File: config.mk
export PLATFORM = sky130hd
export DESIGN_NAME = syzygy_adc_align_ctrl
export DESIGN_NICKNAME = d
export VERILOG_FILES = /design/src/rtl/syzygy_adc_align_ctrl.sv
export SDC_FILE = /design/constraint.sdc
export NUM_CORES = 1
export LEC_CHECK = 0
export ABC_CLOCK_PERIOD_IN_PS = 3100
export CORE_MARGIN = 3
export CORE_UTILIZATION = 50
export CTS_BUF_LIST = sky130_fd_sc_hd__clkbuf_4
export DETAILED_ROUTE_END_ITERATION = 7
export GPL_TIMING_DRIVEN = 0
export PLACE_DENSITY_LB_ADDON = 0.05
export SKIP_LAST_GASP = 1
export SYNTH_ARGS = -nofsm -noshare
export SYNTH_HDL_FRONTEND = slang
export SYNTH_SLANG_ARGS = --single-unit
File: constraint.sdc
create_clock -name slow_clk -period 3.1 [get_ports slow_clk]
set_clock_uncertainty 0.15 [all_clocks]
set_input_delay 0.62 -clock slow_clk [delete_from_list [all_inputs] [get_ports slow_clk]]
set_output_delay 0.62 -clock slow_clk [all_outputs]
set_load 0.01 [all_outputs]
File: src/rtl/syzygy_adc_align_ctrl.sv
// syzygy_adc_align_ctrl
// Frame-alignment controller for the SYZYGY ADC capture path. It watches the
// frame-channel ISERDES word in the slow clock domain, issues spaced bitslip
// pulses until the frame pattern is seen MATCH_COUNT times in a row, then
// supervises lock and reports status.
//
// Ports:
//   slow_clk       in   divided capture clock
//   reset_n        in   asynchronous active-low reset
//   ena            in   alignment enable; low forces IDLE
//   restart        in   one-cycle pulse; restarts alignment, clears sticky flags
//   frame_word     in   frame-channel ISERDES parallel word
//   bitslip        out  one-cycle slip pulse
//   bitslip_count  out  slips applied in this attempt, modulo DATA_WIDTH
//   aligned        out  high while LOCKED
//   data_valid     out  aligned delayed one cycle
//   align_fail     out  sticky: attempt exhausted DATA_WIDTH slips
//   lock_lost      out  sticky: loss of lock detected
//
// Optional feature macro: SYZYGY_ALIGN_AUTO_RELOCK_EN
//   defined   - loss of lock restarts the search from the current slip position
//   undefined - loss of lock only sets lock_lost; LOCKED and aligned are held
module syzygy_adc_align_ctrl #(
    parameter int unsigned               DATA_WIDTH    = 8,
    parameter logic [DATA_WIDTH-1:0]     FRAME_PATTERN = DATA_WIDTH'(8'hF0),
    parameter int unsigned               SETTLE_CYCLES = 4,
    parameter int unsigned               MATCH_COUNT   = 16,
    parameter int unsigned               LOSS_COUNT    = 4
) (
    input  logic                  slow_clk,
    input  logic                  reset_n,
    input  logic                  ena,
    input  logic                  restart,
    input  logic [DATA_WIDTH-1:0] frame_word,
    output logic                  bitslip,
    output logic [3:0]            bitslip_count,
    output logic                  aligned,
    output logic                  data_valid,
    output logic                  align_fail,
    output logic                  lock_lost
);

    localparam int unsigned SETTLE_W = $clog2(SETTLE_CYCLES + 1);
    localparam int unsigned CNT_W    = 8;
    localparam int unsigned SLIP_W   = $clog2(DATA_WIDTH + 1);
    localparam int unsigned BSC_W    = 4;

    typedef enum logic [2:0] {
        IDLE   = 3'd0,
        SETTLE = 3'd1,
        CHECK  = 3'd2,
        SLIP   = 3'd3,
        LOCKED = 3'd4,
        FAIL   = 3'd5
    } state_t;

    state_t              state_q, state_d;
    logic [SETTLE_W-1:0] settle_cnt_q, settle_cnt_d;
    logic [CNT_W-1:0]    match_cnt_q, match_cnt_d;
    logic [CNT_W-1:0]    loss_cnt_q, loss_cnt_d;
    logic [SLIP_W-1:0]   slip_cnt_q, slip_cnt_d;
    logic [BSC_W-1:0]    bitslip_count_d;
    logic                bitslip_d;
    logic                aligned_d;
    logic                data_valid_d;
    logic                align_fail_d;
    logic                lock_lost_d;

    logic                frame_match;
    logic                loss_event;

    assign frame_match = (frame_word == FRAME_PATTERN);

    // Final mismatch of a run that declares loss of lock
    assign loss_event = (state_q == LOCKED) && !frame_match &&
                        (loss_cnt_q == CNT_W'(LOSS_COUNT - 1));

    // State and registered outputs
    always_ff @(posedge slow_clk or negedge reset_n) begin
        if (!reset_n) begin
            state_q       <= IDLE;
            settle_cnt_q  <= '0;
            match_cnt_q   <= '0;
            loss_cnt_q    <= '0;
            slip_cnt_q    <= '0;
            bitslip       <= 1'b0;
            bitslip_count <= '0;
            aligned       <= 1'b0;
            data_valid    <= 1'b0;
            align_fail    <= 1'b0;
            lock_lost     <= 1'b0;
        end else begin
            state_q       <= state_d;
            settle_cnt_q  <= settle_cnt_d;
            match_cnt_q   <= match_cnt_d;
            loss_cnt_q    <= loss_cnt_d;
            slip_cnt_q    <= slip_cnt_d;
            bitslip       <= bitslip_d;
            bitslip_count <= bitslip_count_d;
            aligned       <= aligned_d;
            data_valid    <= data_valid_d;
            align_fail    <= align_fail_d;
            lock_lost     <= lock_lost_d;
        end
    end

    // Next state; restart and ena deassertion override every transition
    always_comb begin
        state_d = state_q;
        if (restart || !ena) begin
            state_d = IDLE;
        end else begin
            case (state_q)
                IDLE: state_d = SETTLE;
                SETTLE: begin
                    if (settle_cnt_q == SETTLE_W'(SETTLE_CYCLES - 1)) begin
                        state_d = CHECK;
                    end
                end
                CHECK: begin
                    if (frame_match) begin
                        if (match_cnt_q == CNT_W'(MATCH_COUNT - 1)) begin
                            state_d = LOCKED;
                        end
                    end else if (slip_cnt_q < SLIP_W'(DATA_WIDTH)) begin
                        state_d = SLIP;
                    end else begin
                        state_d = FAIL;
                    end
                end
                SLIP: state_d = SETTLE;
                LOCKED: begin
`ifdef SYZYGY_ALIGN_AUTO_RELOCK_EN
                    if (loss_event) begin
                        state_d = SETTLE;
                    end
`else
                    state_d = LOCKED;
`endif
                end
                FAIL:    state_d = FAIL;
                default: state_d = IDLE;
            endcase
        end
    end

    // Counters and next values of the registered outputs
    always_comb begin
        settle_cnt_d    = '0;
        match_cnt_d     = match_cnt_q;
        loss_cnt_d      = loss_cnt_q;
        slip_cnt_d      = slip_cnt_q;
        bitslip_count_d = bitslip_count;
        bitslip_d       = (state_d == SLIP);
        aligned_d       = (state_d == LOCKED);
        data_valid_d    = aligned;
        align_fail_d    = align_fail;
        lock_lost_d     = lock_lost;

        if ((state_q == SETTLE) && (state_d == SETTLE)) begin
            settle_cnt_d = settle_cnt_q + SETTLE_W'(1);
        end

        case (state_q)
            CHECK: begin
                if (frame_match) begin
                    match_cnt_d = match_cnt_q + CNT_W'(1);
                end else begin
                    match_cnt_d = '0;
                end
            end
            SLIP: begin
                // bitslip_count wraps; the attempt slip counter saturates
                if (bitslip_count == BSC_W'(DATA_WIDTH - 1)) begin
                    bitslip_count_d = '0;
                end else begin
                    bitslip_count_d = bitslip_count + BSC_W'(1);
                end
                if (slip_cnt_q != SLIP_W'(DATA_WIDTH)) begin
                    slip_cnt_d = slip_cnt_q + SLIP_W'(1);
                end
            end
            LOCKED: begin
                if (frame_match || loss_event) begin
                    loss_cnt_d = '0;
                end else begin
                    loss_cnt_d = loss_cnt_q + CNT_W'(1);
                end
            end
            default: ;
        endcase

        if (loss_event) begin
            lock_lost_d = 1'b1;
`ifdef SYZYGY_ALIGN_AUTO_RELOCK_EN
            // Fresh attempt from the current slip position
            match_cnt_d = '0;
            slip_cnt_d  = '0;
`endif
        end

        if (state_d == FAIL) begin
            align_fail_d = 1'b1;
        end

        if (state_d == IDLE) begin
            settle_cnt_d    = '0;
            match_cnt_d     = '0;
            loss_cnt_d      = '0;
            slip_cnt_d      = '0;
            bitslip_count_d = '0;
        end

        if (restart) begin
            align_fail_d    = 1'b0;
            lock_lost_d     = 1'b0;
            bitslip_count_d = '0;
        end
    end

endmodule

== After elaboration in Yosys (flattened, before gate mapping) ==
Cells that the tools add are included.
Storage, ports and cells
  bits in registers: 35
  output and inout bits: 9
Operators by class
  multiplexer cells: 25
  add/subtract/negate cells: 5
  equal/unequal tests: 15
  reduce and logical (&&, ||, !) cells: 18
  magnitude comparators: 1
Operators by type and width (count)
  two-way mux 8 bit: 6
  two-way mux 4 bit: 7
  two-way mux 3 bit: 7
  adder 8 x 1 -> 8 bit, second input constant: 2
  case mux 3 bit (5 select lines): 1
  equality test 3 x 2 -> 1 bit, second input constant: 4
  equality test 3 bit, second input constant: 4
  nonzero test 2 bit: 6
  adder 4 x 1 -> 4 bit, second input constant: 2
  equality test 8 x 2 -> 1 bit, second input constant: 1
  equality test 8 x 4 -> 1 bit, second input constant: 1
  equality test 8 bit, second input constant: 1
  equality test 3 x 1 -> 1 bit, second input constant: 2
  zero test 3 bit: 2
  equality test 4 x 3 -> 1 bit, second input constant: 1
  less-than comparator 4 bit, second input constant: 1
  two-way mux 1 bit: 4
  != test 4 bit, second input constant: 1
  adder 3 x 1 -> 3 bit, second input constant: 1
  logical AND 1 bit: 3
  nonzero test 3 bit: 1
  zero test 1 bit: 2
  logical OR 1 bit: 2
  AND reduction 2 bit: 1
  OR reduction 2 bit: 1

== Logic depth before layout (Yosys ltp) ==
Gate-level depths: netlist (run 1).
  word-level depth: 9
  gate-level depth with buffers: 6
  mapped depth without buffers: 6

== Worst setup path after synthesis (run 1) ==
OpenSTA, ideal clock, no wires.
  kind: input to register
  from: input port frame_word[1]
  to: register match_cnt_q[4]
  path slack: 1044 ps
  stages on the path: 5
  arrival: 1823 ps
  required time: 2867 ps
  cell sequence: or4_4 nor4_4 buf_4 a21oi_1 o21ai_0
Between the ends
  cells in the longest elaborated chain, start to end: 6
  elaborated cells between the ends (all ways): 9
RTL lines
  start, declared: RTL line 34  | input logic [DATA_WIDTH-1:0] frame_word,
  equality test 8 bit *: RTL line 72  | assign frame_match = (frame_word == FRAME_PATTERN);
  two-way mux 3 bit: RTL line 121  | if (frame_match) begin
  case mux 3 bit (5 select lines): RTL line 113  | case (state_q)
  two-way mux 3 bit: RTL line 110  | if (restart || !ena) begin
  zero test 3 bit: RTL line 206  | if (state_d == IDLE) begin
  two-way mux 8 bit / nonzero test 2 bit (equally long branches)
  end signal, assigned: RTL line 95  | match_cnt_q <= match_cnt_d;
  end, declared: RTL line 59  | logic [CNT_W-1:0] match_cnt_q, match_cnt_d;
Mark *: on every way between the ends. The rest lies on a longest branch, timed or not. The select of a mux whose other input is x is not followed.
A chain may end at the register's enable or synchronous reset.

== Final worst setup path (run 1) ==
  from: input port frame_word[1]
  to: register aligned
Between the ends
  cells in the longest elaborated chain, start to end: 5
RTL lines
  equality test 8 bit: RTL line 72
  two-way mux 3 bit: RTL line 121
  case mux 3 bit (5 select lines): RTL line 113
  two-way mux 3 bit: RTL line 110
  equality test 3 bit: RTL line 155  | aligned_d = (state_d == LOCKED);
  named net aligned_d: RTL line 64  | logic aligned_d;
  end signal, assigned: RTL line 100  | aligned <= aligned_d;
  end, declared: RTL line 37  | output logic aligned,
The timed path passes the listed nets, and every way through them passes these cells.

==> results of run 1 <==
==> cells in the mapped netlist, types with 2 or more instances <==
master	n
nand2_1	11
a31oi_1	3
ha_1	7
nand3b_1	2
buf_4	2
o311ai_0	2
nand4_1	6
inv_1	14
nor4b_1	2
dfrtp_1	35
clkbuf_1	3
and2_1	3
and3_1	6
a21o_1	2
o21a_1	2
or4_1	2
nand2b_1	3
nor3b_1	4
xor2_1	2
a21oi_1	14
or3_1	2
mux2i_1	4
nor2_1	15
o21ai_0	8
xnor2_1	2
nor4_1	2
nand3_1	8
o32ai_1	2
nor3_1	4
==> power by group <==
group	switching (mW)	total [mW]	internal, mW
Sequential	0.00133	0.459	0.457
Combinational	0.0260	0.0439	0.0179
Clock	0.142	0.248	0.106
Total	0.169	0.750	0.581
==> routing by layer <==
layer / track usage [%] / share of wire, % / up-vias
met5: 0 / 0 / -
met4: 3.54 / 0.30 / 0
met3: 6.16 / 5.4 / 2
met2: 28.7 / 48 / 34
met1: 24.4 / 46 / 734
li1: - / - / 762
==> critical path, cell delays in order <==
cell             delay [ps]
clkdlybuf4s50_1         440
nor4_2                  630
nand4_1                 170
o311a_1                 410
nor3_1                  220
==> stage by stage <==
step,worst slack [ps],cells
2_1_floorplan,1040,193
3_3_place_gp,397,259
3_5_place_dp,318,259
4_1_cts,667,267
5_1_grt,559,267
6_report,687,267
==> layout make-up <==
class                      instances  area (um^2)
clock buffer                       7         52.6
sequential                        35          876
inverter                          14         52.6
buffer                             6         31.3
timing repair buffer              20          195
clock inverter                     1         5.00
fill                             314         1300
multi-input combinational        138          928
tap                               46         57.6
==> cell families after synthesis <==
logic type               share of synthesized area, %
XOR/XNOR                                         1.86
buffers and inverters                            4.44
flip-flops                                       46.4
multiplexers                                     2.72
AO/OA/AOI/OAI                                    14.8
adder cells (fa/ha/maj)                          4.64
AND/OR/NAND/NOR                                  25.2
==> how the worst max path moves through the flow <==
stage / endpoint / slack, ps
CTS: aligned$_DFF_PN0_ / 670
global route: align_fail$_DFFE_PN0P_ / 560
finish: aligned$_DFF_PN0_ / 690
global placement: align_fail$_DFFE_PN0P_ / 400
floorplan: match_cnt_q[4]$_DFFE_PN0P_ / 1040
detailed placement: aligned$_DFF_PN0_ / 320
==> sequential cells by signal, indices dropped and copies added (netlist names) <==
signal,count
settle_cnt_q,3
match_cnt_q,8
data_valid,1
align_fail,1
lock_lost,1
aligned,1
slip_cnt_q,4
bitslip,1
state_q,3
loss_cnt_q,8
bitslip_count,4
==> flow_summary.ini, run 1 <==
[pwr]
ir_worst_vdd_v = 0.000231
leakagePower_nw = 0.933
fin_total_pwr_mw = 0.750
p_per_area_nw_per_um2 = 341

[critical_path]
reg2reg_depth = 5
path_class = in2reg
r2r-end = loss_cnt_q[5]$_DFFE_PN0P_
startpoint = frame_word[1]
reg2reg_slack_ps = 1140
reg2reg_from = loss_cnt_q[0]$_DFFE_PN0P_
path_max_fanout = 6
critPathCaptureType = register
critPathLaunchType = input pin
critPathArrivalTime_ps = 2480
crit_required_ps = 3170

[yosys]
yosys.area.top_type = dfrtp_1
ys_top_cells_by_area = dfrtp_1, ha_1, a21oi_1
ys_warn_count = 0
synth_edf_count = 0
synth_area_um2 = 1890
seq_area_frac_synth_pct = 46.4
syn_nets = 212
synth.distinct_cells = 50
netlist.area_leader.share_pct = 46.4
synth_ff_type = dfrtp_1
syn-mean-instance-area_um2 = 9.78
synthCells = 193
synth_seq_cells = 35
async_reset_ff_share_pct = 100

[route]
drcViolationCount = 0
antenna_left = 0
wl_um = 3730
num_vias = 1532
vias_per_cell = 5.74
drtPass1Iterations = 4
drt_iter0_drc = 114
wl_per_cell_um = 14.0

[clocking]
cts_tree = built
cts_sinks = 35
clk_path_buf_depth = 2
cts_buffers = 5
post_cts_buffers = 0
clock_latency_ps = 330
clk_pin_slew_ps = 90
cts_resized = 0
holdBufCountCts = 0
cts-root-buf = clkbuf_4
cts-htree-levels = 2

[place]
dpl-instance-area_um2 = 2140
place_hpwl_um = 2780
place.port_buffers = 20
gp_congestion = 0.826

[cells_and_area]
layout_commonest_cell = dfrtp_1
final_nets = 239
area_delta_synth_final_pct = 16.4
drive_above_1_share_pct = 8.60
layout_common_cells = dfrtp_1, clkdlybuf4s50_1, nor2_1
n_antenna_cell = 0
final_design_area_no_fill_um2 = 2200
final_core_util_pct = 62.9

[sta]
setup_viol = 0
relSlewSlack_pct = 45.3
grt_setup_unrepaired = no
maxSlewViolCount = 0
min_period_over_period_pct = 77.8
tightest_slew_ps = 815
final_hold_viol_count = 0
timing.hold.ws_ps = 207
period_needed_ps = 2410
fmax_ghz = 0.414
setup_tns_ps = 0

[min_path]
min_path_type = in2async

[floorplanning]
start_util_pct = 54.0
die_w_um = 67.5
dieArea_um2 = 4550
placementRows = 21
die_h_um = 67.5
fp.coreArea_um2 = 3490
ios = 21

[grt]
grt_antenna_before_repair = 0
grt.overflow.total = 0
grt_max_degree = 36
grt_pass1_wl_um = 6210
grt_pass1_vias = 1435
grtUsageTotal_pct = 18.2

[job]
drv_cap = 0

[status]
status = complete, no violations
No activity file was read; power rests on OpenSTA's default activity.
==> run 2, diff against run 1 <==
- ABC_CLOCK_PERIOD_IN_PS: 3100 -> 2100
- clock period: 3.1 -> 2.1 ns (I/O delays scaled with it)
==> run 2 against run 1 <==
Against the previous run: sequential share of layout area decreased by 0.95 points; register-to-register slack got worse by 1100 ps; wire length increased by 3.4%; clock power increased by 48%; worst hold slack got worse by 210 ps; final area increased by 2.4%; total power increased by 48%; via count increased by 1.3%; critical path depth increased by 2; flip-flop and latch count unchanged; cell count increased by 0.75%.
==> flow_summary.ini, run 2 (synthesized netlist as in run 1, its figures left out) <==
[status]
status = complete, no violations

[floorplanning]
ios = 21
die_w_um = 67.5
placementRows = 21
start_util_pct = 54.0
dieArea_um2 = 4550
die_h_um = 67.5
fp.coreArea_um2 = 3490

[place]
gp_congestion = 0.826
place_hpwl_um = 2780
place.port_buffers = 20

[critical_path]
path_cells = buf_4, or3b_2, nor4_4, buf_6, clkbuf_2, buf_4, a22o_1
critPathArrivalTime_ps = 2160
path_class = reg2reg
critPathCaptureType = register
cp_common_cell = buf_4
path_max_fanout = 10
crit_required_ps = 2220
slowest_stage = or3b_2
max_stage_delay_ps = 510
critPathLaunchType = register

[sta]
min_period_over_period_pct = 96.9
maxSlewViolCount = 0
tightest_slew_ps = 779
final_hold_viol_count = 0
setup_viol = 0
fmax_ghz = 0.491
relSlewSlack_pct = 48.1
period_needed_ps = 2040
timing.hold.ws_ps = 2.10

[route]
drt_iter0_drc = 69
wl_per_cell_um = 14.3
wl_um = 3860
drcViolationCount = 0
drtPass1Iterations = 4
num_vias = 1552
antenna_left = 0
vias_per_cell = 5.77

[job]
drv_cap = 0

[cells_and_area]
layout_commonest_cell = dfrtp_1
final_nets = 241
largestRegisters = loss_cnt_q: 8 flops, match_cnt_q: 8 flops
n_antenna_cell = 0
layout_common_cells = dfrtp_1, nor2_1, clkdlybuf4s50_1
area_delta_synth_final_pct = 19.3
drive_above_1_share_pct = 11.7

[grt]
grt_max_degree = 36
grt.overflow.total = 0
grt_pass1_wl_um = 6200
grt_antenna_before_repair = 0
grtUsageTotal_pct = 18.1
grt_pass1_vias = 1435

[clocking]
cts_buffers = 5
cts_tree = built
cts-htree-levels = 2
cts_sinks = 35
clk_pin_slew_ps = 100
clk_path_buf_depth = 2
holdBufCountCts = 0
cts-root-buf = clkbuf_4
clock_latency_ps = 330

[pwr]
leakagePower_nw = 0.992
power.share.combinational_pct = 6.0
p_per_area_nw_per_um2 = 494
p_clk_share_pct = 33.1
switching_share_pct = 22.8
seqPwrFrac_pct = 60.9
fin_total_pwr_mw = 1.11
power.internal_mw = 0.858
p_sw_mw = 0.254
ir_worst_vdd_v = 0.000354

[min_path]
min_path_type = in2async
-- run 2: cell types whose count changed in the layout (fill, tap and decap cells not counted), moves of 2 or more --
cell             delta
dlymetal6s2s_1      +4
clkbuf_2            +2
clkdlybuf4s50_1     -4
clkbuf_1            -2
-- run 2: power by group through the flow --
stage | combinational, mW | clock [mW] | sequential, mW
6_report | 0.0667 | 0.368 | 0.677
5_1_grt | 0.0746 | 0.402 | 0.678
4_1_cts | 0.0684 | 0.379 | 0.677
3_5_place_dp | 0.0665 | 0 | 0.690
3_3_place_gp | 0.0653 | 0 | 0.690
2_1_floorplan | 0.0239 | 0 | 0.690
-- run 2: worst paths after layout --
| kind | from | end | slack, ps | cells past startpoint |
|---|---|---|---|---|
| worst max-delay path | state_q[2]$_DFF_PN0_ | match_cnt_q[1]$_DFFE_PN0P_ | 60 | 7 |
| worst min-delay path | reset_n | match_cnt_q[4]$_DFFE_PN0P_ | 2 | 1 |
| worst max register to register | state_q[2]$_DFF_PN0_ | match_cnt_q[1]$_DFFE_PN0P_ | 60 | 7 |
| worst min register to register | aligned$_DFF_PN0_ | data_valid$_DFF_PN0_ | 230 | 0 |
| max in group asynchronous | reset_n | settle_cnt_q[0]$_DFF_PN0_ | 1300 | 1 |
| min in group slow_clk | aligned$_DFF_PN0_ | data_valid$_DFF_PN0_ | 230 | 0 |
-- run 2: per-layer routing --
| layer | track usage, % | routed length [um] | vias to the layer above |
|---|---|---|---|
| li1 | - | - | 762 |
| met1 | 24.4 | 1830 | 754 |
| met2 | 28.3 | 1820 | 32 |
| met3 | 6.16 | 180 | 4 |
| met4 | 3.54 | 21 | 0 |
| met5 | 0 | 0 | - |
-- run 2: stage by stage --
step | cell area (um^2) | instances | TNS (ps) | setup WS (ps) | util [%]
5_1_grt | 2250 | 269 | -12.4 | -12.4 | 64.4
4_1_cts | 2210 | 267 | 0 | 12.3 | 63.3
3_3_place_gp | 2150 | 259 | -16940 | -403 | 61.4
3_5_place_dp | 2140 | 259 | -8820 | -482 | 61.3
2_1_floorplan | 1890 | 193 | 0 | 244 | -
6_report | 2250 | 269 | 0 | 64.4 | 64.4
-- run 2: repair_timing --
item | CTS | global route
pin swaps | 1 | 2
endpoints found under the setup margin | 6 | 21
setup buffers | 0 | 3
resized for setup | 2 | 9
-- run 2: area by class of cell --
cell class | instances | area (um^2)
plain buffers | 5 | 32.5
clock buffers | 7 | 52.6
clock inverters | 1 | 5.00
repair buffers | 23 | 225
fillers | 306 | 1240
flip-flops and latches | 35 | 876
multi-input cells | 138 | 951
inverters | 14 | 52.6
well taps | 46 | 57.6
-- run 2: worst max-delay path: cells and delay by family (launching register included) --
family	cells	cell delay [ps]
flops	1	380
compound gates	1	110
buf+inv	4	590
simple gates	2	750
==> edit, RTL diff (config.mk and constraints of run 2) <==
Reset style: synchronous (`reset_n`), changed in one clocked block. Comments in the files are not updated.
--- a/src/rtl/syzygy_adc_align_ctrl.sv
+++ b/src/rtl/syzygy_adc_align_ctrl.sv
@@ -76,7 +76,7 @@
                         (loss_cnt_q == CNT_W'(LOSS_COUNT - 1));
 
     // State and registered outputs
-    always_ff @(posedge slow_clk or negedge reset_n) begin
+    always_ff @(posedge slow_clk) begin
         if (!reset_n) begin
             state_q       <= IDLE;
             settle_cnt_q  <= '0;
Behaviour: differs if reset_n is asserted again (counterexample within 10 cycles, from zero or initial values and one cycle with reset_n low); with reset_n held inactive, the same outputs for 10 cycles.
==> edit against run 2 <==
- count of clock-buffer cells in the layout is 1 lower
- total power is 4.1% lower
- fmax hardly changed
- cell area is 7.3% lower
- core utilization is 1.2 points higher
- first-iteration DRC count is 36% lower
- area after synthesis is 8.6% lower
- worst setup slack hardly changed
- wire length is 9.5% lower
- sequential cell count stayed put
==> edit: results (changes against run 2) <==
Global routing
  • Vias in the first global route: 1379 (was 1435)
  • GRT Resource Usage Total: 0.182 (was 0.181)
  • Largest net degree at the start of global routing: 11 (was 36)
  • First-pass GRT wire length: 5910 um (was 6200 um)

Critical path
  • Reg2Reg Launch Point: state_q[0]$_SDFF_PN0_ (was state_q[2]$_DFF_PN0_)
  • CP startpoint: frame_word[1] (was state_q[2]$_DFF_PN0_)
  • Depth of the most critical reg-to-reg path: 6 (was 7)
  • Reg2reg end: bitslip$_SDFF_PN0_ (was match_cnt_q[1]$_DFFE_PN0P_)
  • Highest fanout seen on the critical path: 6 (was 10)
  • R2R Setup Slk: 0.11 ns (was 0.06 ns)
  • Crit path capture: aligned$_SDFF_PN0_ (was match_cnt_q[1]$_DFFE_PN0P_)
  • Critical Path AT: 2.12 ns (was 2.16 ns)

Synthesis
  • Sequential share of the synthesized area: 0.406 (was 0.464)
  • Post-synth top flop: dfxtp_1 (was dfrtp_1)
  • Synth cell types: 44 (was 50)
  • Top post-synthesis cells by area: dfxtp_1, ha_1, xor2_1 (was dfrtp_1, ha_1, a21oi_1)
  • Async set or reset register ratio after synthesis: 0 (was 1.00)
  • Mean Syn Cell Area: 9.28 sq um (was 9.78 sq um)
  • Commonest cells in the netlist: dfxtp_1, nor2_1, nor3_1 (was dfrtp_1, nor2_1, a21oi_1, inv_1, nand2_1)
  • Synthesized Nets: 205 (was 212)

Clocking
  • Worst skew pair latency: 0.35 ns (was 0.33 ns)
  • Clock Tree Buf Depth: 2 (unchanged)

Power and ir drop
  • Peak supply drop: 456 uV (was 354 uV)
  • Leakage: 0.710 nW (was 0.992 nW)

Detailed routing
  • Routed wire per std cell: 13.5 um (was 14.3 um)
  • DRT iter0 DRCs: 44 (was 69)
  • Met2 routed WL: 1690 um (was 1820 um)
  • Vias per cell: 5.52 (was 5.77)
  • Metal-1 WL: 1610 um (was 1830 um)
  • Routed wl met3: 118 um (was 180 um)

Place
  • Dpl ws: -0.490 ns (was -0.482 ns)
  • Dpl cells: 250 (was 259)
  • Post-DP HPWL: 2540 um (was 2780 um)
  • Global placer's final weighted congestion: 0.824 (was 0.826)

Finish
  • Share of layout cells above drive strength 1: 0.126 (was 0.117)
  • Final cell count without fillers: 258 (was 269)
  • Nets: 232 (was 241)
  • Fillcell total: 281 (was 306)

STA
  • Fmax: 0.491 GHz (about the same)
  • Hold Slack: 0.271 ns (was 0.00210 ns)
  • Slew HR: 0.611 (was 0.481)

Outcome
  • Status: finished, final reports clean (unchanged)

Min path
  • Hold Crit Class: flop to flop (was input port to async pin)
edit: cell types whose count changed in the layout (fill, tap and decap cells not counted), sizes merged, moves of 4 or more:
cell	change
dfrtp	-35
dlymetal6s2s	-4
nor3	+9
inv	-5
dfxtp	+35
a21oi	-5
clkdlybuf4s50	+5
and3	-4
xor2	+7
edit: stage by stage:
step                power [mW]  cell area [sq um]
floorplan                0.696               1730
global placement         0.722               1980
detailed placement       0.724               1980
CTS                       1.08               2060
global route              1.11               2090
finish                    1.07               2090
edit: layer usage:
metal,vias up,track usage
li1,723,-
met1,671,0.216
met2,21,0.305
met3,8,0.0433
met4,0,0.0871
met5,-,0
edit: cell families (layout without fill, tap and decap cells):
family,after synthesis,in the layout,synth area share
buffers and inverters,16,44,0.0508
multiplexers,3,3,0.0174
AND/OR/NAND/NOR,83,83,0.290
AO/OA/AOI/OAI,28,28,0.114
XOR/XNOR,14,14,0.0711
adder cells (fa/ha/maj),7,7,0.0508
flip-flops,35,35,0.406
edit: how the worst min path moves through the flow:
stage                                from                    endpoint  depth (start not counted)
4_1_cts        settle_cnt_q[0]$_SDFF_PP0_  settle_cnt_q[0]$_SDFF_PP0_                          1
6_report       settle_cnt_q[0]$_SDFF_PP0_  settle_cnt_q[0]$_SDFF_PP0_                          1
3_5_place_dp   settle_cnt_q[0]$_SDFF_PP0_  settle_cnt_q[0]$_SDFF_PP0_                          1
3_3_place_gp   settle_cnt_q[0]$_SDFF_PP0_  settle_cnt_q[0]$_SDFF_PP0_                          1
2_1_floorplan  settle_cnt_q[0]$_SDFF_PP0_  settle_cnt_q[0]$_SDFF_PP0_                          1
5_1_grt        settle_cnt_q[0]$_SDFF_PP0_  settle_cnt_q[0]$_SDFF_PP0_                          1
edit: power by group:
part / switching [mW] / internal [mW] / total, mW
clock network: 0.219 / 0.137 / 0.355
registers: 0.000102 / 0.664 / 0.664
logic: 0.0219 / 0.0249 / 0.0468
total: 0.241 / 0.825 / 1.07
edit: critical path, stage by stage:
cell	delay [ns]
clkdlybuf4s50_1	0.41
or4_1	0.51
buf_4	0.18
nor4_4	0.22
a211oi_4	0.13
a2111oi_2	0.24
edit: layout make-up:
class | instances | area, sq um | area share
Buffer | 7 | 56.3 | 0.0270
Clock buffer | 6 | 45.0 | 0.0216
Clock inverter | 2 | 7.51 | 0.00360
Inverter | 9 | 33.8 | 0.0162
Multi-Input combinational cell | 135 | 988 | 0.474
Sequential cell | 35 | 701 | 0.336
Tap cell | 44 | 55.1 | 0.0264
Timing Repair Buffer | 20 | 200 | 0.0959
edit: timing repair:
item                       in CTS  in global routing
setup endpoints to repair       2                 16
pin swaps                       3                  1
gates resized for setup         4                  6
